**src/rtl/alu_seq_ctrl_if.sv**
```systemverilog
// Request/response handshake bundle between a requester and the ALU sequencing controller.
// The master side issues operand/opcode requests; the slave side returns the captured result and flags.
interface alu_seq_ctrl_if #(
    parameter int N = 16
);
    logic         req_valid;
    logic         req_ready;
    logic [N-1:0] req_a;
    logic [N-1:0] req_b;
    logic [1:0]   req_op;
    logic         rsp_valid;
    logic         rsp_ready;
    logic [N-1:0] rsp_result;
    logic [4:0]   rsp_flags;

    modport master (
        output req_valid, req_a, req_b, req_op, rsp_ready,
        input  req_ready, rsp_valid, rsp_result, rsp_flags
    );

    modport slave (
        input  req_valid, req_a, req_b, req_op, rsp_ready,
        output req_ready, rsp_valid, rsp_result, rsp_flags
    );
endinterface

```
**src/rtl/alu_seq_ctrl.sv**
```systemverilog
// Sequences one request through an external registered ALU: load A, B and opcode over a shared
// data bus, strobe the update, capture the result, and hold it until the consumer takes it.
module alu_seq_ctrl #(
    parameter int N        = 16,
    parameter bit CACHE_EN = 1'b1
) (
    input  logic               clk,
    input  logic               reset,
    alu_seq_ctrl_if.slave      bus,
    output logic [N-1:0]       alu_data,
    output logic               alu_load_A,
    output logic               alu_load_B,
    output logic               alu_load_Op,
    output logic               alu_updateRes,
    input  logic [N-1:0]       alu_result,
    input  logic [4:0]         alu_flags,
    output logic [7:0]         ops_done
);
    typedef enum logic [2:0] {IDLE, LD_A, LD_B, LD_OP, EXEC, CAPT, RESP} state_t;

    state_t            state_reg;
    state_t            state_next;
    logic [N-1:0]      a_reg;
    logic [N-1:0]      b_reg;
    logic [1:0]        op_reg;
    logic [N-1:0]      result_reg;
    logic [4:0]        flags_reg;
    logic [7:0]        ops_done_reg;
    logic              cache_valid_reg;
    logic [2:0]        load_vec;     // index 0 = A, 1 = B, 2 = opcode
    logic [2:0]        need_load;
    logic [2:0][N-1:0] cand_vals;
    logic              accept;

    assign accept = (state_reg == IDLE) && bus.req_valid;

    // While idle the skip decision looks at the incoming request, afterwards at the latched copy.
    always_comb begin
        if (state_reg == IDLE) begin
            cand_vals[0] = bus.req_a;
            cand_vals[1] = bus.req_b;
            cand_vals[2] = {{(N-2){1'b0}}, bus.req_op};
        end else begin
            cand_vals[0] = a_reg;
            cand_vals[1] = b_reg;
            cand_vals[2] = {{(N-2){1'b0}}, op_reg};
        end
    end

    genvar gi;
    generate
        if (CACHE_EN) begin : g_cache
            // Each slot mirrors what the ALU register currently holds, so a match means the load is redundant.
            for (gi = 0; gi < 3; gi++) begin : g_slot
                logic [N-1:0] cache_reg;
                always_ff @(posedge clk) begin
                    if (reset) begin
                        cache_reg <= '0;
                    end else if (load_vec[gi]) begin
                        cache_reg <= alu_data;
                    end
                end
                assign need_load[gi] = !(cache_valid_reg && (cand_vals[gi] == cache_reg));
            end
            always_ff @(posedge clk) begin
                if (reset) begin
                    cache_valid_reg <= 1'b0;
                end else if (load_vec[2]) begin
                    cache_valid_reg <= 1'b1;
                end
            end
        end else begin : g_no_cache
            assign need_load       = 3'b111;
            assign cache_valid_reg = 1'b0;
        end
    endgenerate

    always_ff @(posedge clk) begin
        if (reset) begin
            state_reg <= IDLE;
        end else begin
            state_reg <= state_next;
        end
    end

    always_comb begin
        state_next    = state_reg;
        load_vec      = 3'b000;
        alu_data      = '0;
        alu_updateRes = 1'b0;
        case (state_reg)
            IDLE: begin
                if (bus.req_valid) begin
                    if (need_load[0])      state_next = LD_A;
                    else if (need_load[1]) state_next = LD_B;
                    else if (need_load[2]) state_next = LD_OP;
                    else                   state_next = EXEC;
                end
            end
            LD_A: begin
                load_vec[0] = 1'b1;
                alu_data    = a_reg;
                if (need_load[1])      state_next = LD_B;
                else if (need_load[2]) state_next = LD_OP;
                else                   state_next = EXEC;
            end
            LD_B: begin
                load_vec[1] = 1'b1;
                alu_data    = b_reg;
                state_next  = need_load[2] ? LD_OP : EXEC;
            end
            LD_OP: begin
                load_vec[2] = 1'b1;
                alu_data    = {{(N-2){1'b0}}, op_reg};
                state_next  = EXEC;
            end
            EXEC: begin
                alu_updateRes = 1'b1;
                state_next    = CAPT;
            end
            CAPT: state_next = RESP;
            RESP: begin
                if (bus.rsp_ready) state_next = IDLE;
            end
            default: state_next = IDLE;
        endcase
    end

    always_ff @(posedge clk) begin
        if (reset) begin
            a_reg        <= '0;
            b_reg        <= '0;
            op_reg       <= '0;
            result_reg   <= '0;
            flags_reg    <= '0;
            ops_done_reg <= '0;
        end else begin
            if (accept) begin
                a_reg  <= bus.req_a;
                b_reg  <= bus.req_b;
                op_reg <= bus.req_op;
            end
            if (state_reg == CAPT) begin
                result_reg <= alu_result;
                flags_reg  <= alu_flags;
            end
            if ((state_reg == RESP) && bus.rsp_ready) begin
                ops_done_reg <= ops_done_reg + 8'd1;
            end
        end
    end

    assign bus.req_ready  = (state_reg == IDLE);
    assign bus.rsp_valid  = (state_reg == RESP);
    assign bus.rsp_result = result_reg;
    assign bus.rsp_flags  = flags_reg;
    assign alu_load_A     = load_vec[0];
    assign alu_load_B     = load_vec[1];
    assign alu_load_Op    = load_vec[2];
    assign ops_done       = ops_done_reg;
endmodule

```
**src/flat_wrapper.sv**
```systemverilog
// flat-port wrapper written by rule: the top's interface ports become plain ports
module alu_seq_ctrl_flat 
#(
    parameter int N        = 16,
    parameter bit CACHE_EN = 1'b1
)
  (clk, reset, alu_data, alu_load_A, alu_load_B, alu_load_Op, alu_updateRes, alu_result, alu_flags, ops_done, bus_req_valid, bus_req_a, bus_req_b, bus_req_op, bus_rsp_ready, bus_req_ready, bus_rsp_valid, bus_rsp_result, bus_rsp_flags);
  alu_seq_ctrl_if #(.N(N)) bus_i ();
  input  logic clk;
  input  logic reset;
  output logic [N-1:0] alu_data;
  output logic alu_load_A;
  output logic alu_load_B;
  output logic alu_load_Op;
  output logic alu_updateRes;
  input  logic [N-1:0] alu_result;
  input  logic [4:0] alu_flags;
  output logic [7:0] ops_done;
  input wire logic [$bits(bus_i.req_valid)-1:0] bus_req_valid;
  input wire logic [$bits(bus_i.req_a)-1:0] bus_req_a;
  input wire logic [$bits(bus_i.req_b)-1:0] bus_req_b;
  input wire logic [$bits(bus_i.req_op)-1:0] bus_req_op;
  input wire logic [$bits(bus_i.rsp_ready)-1:0] bus_rsp_ready;
  output wire logic [$bits(bus_i.req_ready)-1:0] bus_req_ready;
  output wire logic [$bits(bus_i.rsp_valid)-1:0] bus_rsp_valid;
  output wire logic [$bits(bus_i.rsp_result)-1:0] bus_rsp_result;
  output wire logic [$bits(bus_i.rsp_flags)-1:0] bus_rsp_flags;
  assign bus_i.req_valid = bus_req_valid;
  assign bus_i.req_a = bus_req_a;
  assign bus_i.req_b = bus_req_b;
  assign bus_i.req_op = bus_req_op;
  assign bus_i.rsp_ready = bus_rsp_ready;
  assign bus_req_ready = bus_i.req_ready;
  assign bus_rsp_valid = bus_i.rsp_valid;
  assign bus_rsp_result = bus_i.rsp_result;
  assign bus_rsp_flags = bus_i.rsp_flags;
  alu_seq_ctrl #(.N(N), .CACHE_EN(CACHE_EN)) u_core (.clk(clk), .reset(reset), .bus(bus_i), .alu_data(alu_data), .alu_load_A(alu_load_A), .alu_load_B(alu_load_B), .alu_load_Op(alu_load_Op), .alu_updateRes(alu_updateRes), .alu_result(alu_result), .alu_flags(alu_flags), .ops_done(ops_done));
endmodule
```
**config.mk**
```make
export PLATFORM = sky130hd
export DESIGN_NAME = alu_seq_ctrl_flat
export DESIGN_NICKNAME = d
export VERILOG_FILES = /design/src/rtl/alu_seq_ctrl_if.sv /design/src/rtl/alu_seq_ctrl.sv /design/src/flat_wrapper.sv
export SDC_FILE = /design/constraint.sdc
export NUM_CORES = 1
export LEC_CHECK = 0
export BUFFER_PORTS_ARGS = -buffer_cell sky130_fd_sc_hd__buf_4
export CORE_MARGIN = 1
export CORE_UTILIZATION = 59
export DETAILED_ROUTE_END_ITERATION = 6
export GPL_ROUTABILITY_DRIVEN = 0
export PLACE_DENSITY = 0.86
export RECOVER_POWER = 25
export SLEW_MARGIN = 20
export SYNTH_ARGS = -nofsm -noshare
export SYNTH_HDL_FRONTEND = slang
export SYNTH_SLANG_ARGS = --single-unit
```
**constraint.sdc**
```tcl
create_clock -name clk -period 5.9 [get_ports clk]
set_clock_uncertainty 0.2 [all_clocks]
set_input_delay 0.59 -clock clk [delete_from_list [all_inputs] [get_ports clk]]
set_output_delay 0.59 -clock clk [all_outputs]
set_load 0.005 [all_outputs]
```
==> load_flow_metrics.sql <==
INSERT INTO impl_metrics (metric_group, metric, value, unit) VALUES
('finish', 'final_net_count', '831', ''),
('routing', 'final_antenna_net_count', '0', ''),
('routing', 'post-route-drc-count', '0', ''),
('yosys', 'yosys.area.top_type_share', '0.4303', ''),
('sta', 'finalMaxSlewViolations', '0', ''),
('finish', 'layout.cells.non_filler', '892', ''),
('critical_path', 'max_stage_delay', '0.78', 'ns'),
('sta', 'maxSlewHeadroom', '0.1934', ''),
('critical_path', 'crit_type', 'reg -> out', ''),
('routing', 'drt_iter0_markers', '663', ''),
('floorplanning', 'fp.dieArea', '0.009453', 'sq mm'),
('placed_design', 'buffer_ports.inserted', '109', ''),
('grt', 'grt_antenna_before_repair', '1', ''),
('critical_path', 'worst_ep_arrival_time', '3.35', 'ns'),
('finish', 'antenna-diode-count', '0', ''),
('grt', 'grt_pass1_wl', '25690', 'microns'),
('finish', 'final_util', '0.7637', ''),
('power', 'vdd_drop_max', '0.0002138', 'V'),
('yosys', 'synth_nets', '739', ''),
('critical_path', 'critical_path.top_delay_family', 'simple AND/OR/NAND/NOR gates', ''),
('yosys', 'ys_seq_area_frac', '0.4303', ''),
('clocking', 'cts_root_buf', 'clkbuf_8', ''),
('critical_path', 'timing.critical_path.from_type', 'register', ''),
('floorplanning', 'die_w', '97.23', 'microns'),
('critical_path', 'crit_path_end_kind', 'output port', ''),
('critical_path', 'critPathSlowestCell', 'dfxtp_1', ''),
('grt', 'grt_remaining_overflow', '0', ''),
('finish', 'post_route_cells_drive_above_1_share', '0.1939', ''),
('sta', 'period_minus_slack', '4.141', 'ns'),
('sta', 'max_freq', '241.5', 'MHz'),
('sta', 'final.setup.tns', '0', 'ns'),
('sta', 'rsz0062_at_grt', 'no', ''),
('floorplanning', 'die_y', '97.23', 'microns'),
('yosys', 'synth_edf_count', '0', ''),
('yosys', 'synthTopCellsByCount', 'nand2_1 (191), dfxtp_1 (115), a21oi_1 (87)', ''),
('power', 'design_power_total', '0.002286', 'W'),
('yosys', 'yosys-top-cells-area', 'dfxtp_1 (43%), nand2_1 (13%), a21oi_1 (8.1%)', ''),
('placed_design', 'detailedPlacementHpwl', '10800', 'microns'),
('finish', 'largest_register_ffs', '48', ''),
('yosys', 'synthesis.yosys.warnings', '0', ''),
('yosys', 'avgSynthCellArea', '7.879', 'sq um'),
('clocking', 'cts.reportedPaths.clkPinSlew', '0.06', 'ns'),
('finish', 'post-route-cell-area', '0.006693', 'sq mm'),
('clocking', 'clock_tree.htree_level_count', '4', ''),
('clocking', 'cts_repair_resize_count', '0', ''),
('grt', 'grt_max_degree', '104', ''),
('clocking', 'cts_hold_buf', '0', ''),
('run_status', 'status', 'finished, final reports clean', ''),
('routing', 'routed_vias_inst', '6.048', ''),
('placed_design', 'dp.cells', '860', ''),
('critical_path', 'path_max_fanout', '22', ''),
('grt', 'grt_util_all_layers', '0.3390', ''),
('routing', 'drt_pre_antenna_iters', '5', ''),
('power', 'power_leakage', '2.716', 'nW'),
('power', 'power.density', '341.5', 'mW/mm^2'),
('clocking', 'worst_skew_pair.late_latency', '0.50', 'ns'),
('sta', 'final_clock_period_utilization_by_the_worst_path', '0.7019', ''),
('floorplanning', 'standard_cell_row_count', '34', ''),
('sta', 'setup-violations-final', '0', ''),
('routing', 'dr_total_vias', '5395', ''),
('hold_path', 'worstHoldPathType', 'in -> reg', ''),
('clocking', 'clock_path_buffers', '2', ''),
('routing', 'detail_route.wirelength', '16200', 'microns'),
('critical_path', 'crit_chain', 'nand2b_1 -> nand2b_1 -> clkinv_1 -> nand2_1 -> nand2_1 -> buf_4', ''),
('clocking', 'clock_sinks', '115', ''),
('yosys', 'synthesis.instances', '679', ''),
('floorplanning', 'io-pin-count', '110', ''),
('yosys', 'ys_seq_elements', '115', ''),
('clocking', 'post-cts-setup-buffer-count', '0', ''),
('finish', 'nFillCells', '610', ''),
('run', 'drv_cap', '0', '');
## routing by layer
layer / vias to the layer above / global-route usage / routed length, microns
li1: 2499 / - / -
met1: 2478 / 0.4264 / 6288
met2: 354 / 0.5363 / 7517
met3: 64 / 0.1000 / 1882
met4: 0 / 0.1561 / 513
met5: - / 0 / 0
## logic make-up (layout without fill, tap and decap cells)
family,Yosys count,in the layout,share of synthesized area
simple gates,298,298,0.2502
mux,19,19,0.03601
compound gates,153,153,0.1815
buf+inv,67,172,0.05706
fa+ha+maj,1,1,0.002338
flops,115,115,0.4303
xor+xnor,26,26,0.04256
## worst register-to-register path, stage by stage (launching register included)
cell,delay [ns]
dfxtp_1,0.78
or3_4,0.42
clkinv_8,0.22
a2111oi_0,0.53
o22a_1,0.24
nand4_1,0.13
nor4_1,0.38
o32ai_1,0.13
## worst paths after layout
check | slack, ns | from | endpoint | cells after the start
setup / recovery | 1.76 | u_core.state_reg[1]$_SDFFE_PP0P_ | alu_data[14] | 6
hold / removal | 0.13 | alu_result[11] | u_core.bus.rsp_result[11]$_SDFFE_PP0P_ | 3
setup reg to reg | 2.70 | u_core.state_reg[1]$_SDFFE_PP0P_ | u_core.state_reg[1]$_SDFFE_PP0P_ | 7
hold reg to reg | 0.25 | u_core.bus.rsp_result[4]$_SDFFE_PP0P_ | u_core.bus.rsp_result[4]$_SDFFE_PP0P_ | 2
## cells in the final DEF (no fill, tap or decap), drive strengths merged, types with 6 or more instances in the layout
master / instances
nor2: 23
xnor2: 14
mux2i: 17
buf: 83
clkbuf: 48
nand3: 6
and2: 17
clkinv: 11
nor4: 8
nor2b: 6
nand2: 191
xor2: 12
nand4: 6
inv: 27
dfxtp: 115
nand2b: 17
a21oi: 87
o22ai: 8
## metrics by stage
stage | setup slack [ns] | hold slack (ns)
floorplan | 3.407 | 0.2302
global placement | 2.527 | 0.2419
detailed placement | 2.345 | 0.2468
CTS | 1.826 | 0.1261
global route | 1.536 | 0.1254
finish | 1.759 | 0.1336
## where the power goes
part	leakage, nW	internal [W]	switching (W)
Clock	0.276	0.000600	0.000370
Sequential	0.932	0.000816	0.0000581
Combinational	1.51	0.000175	0.000268
Total	2.72	0.00159	0.000696
## final cells by class
class	count	area [sq um]	share of cell area
flip-flops and latches	115	2302	0.3440
inverters	28	117.6	0.01757
clock inverters	13	136.4	0.02038
well taps	108	135.1	0.02019
multi-input cells	497	2743	0.4098
clock buffers	19	421.7	0.06300
repair buffers	112	837.1	0.1251
(Power assumes the default switching activity.)
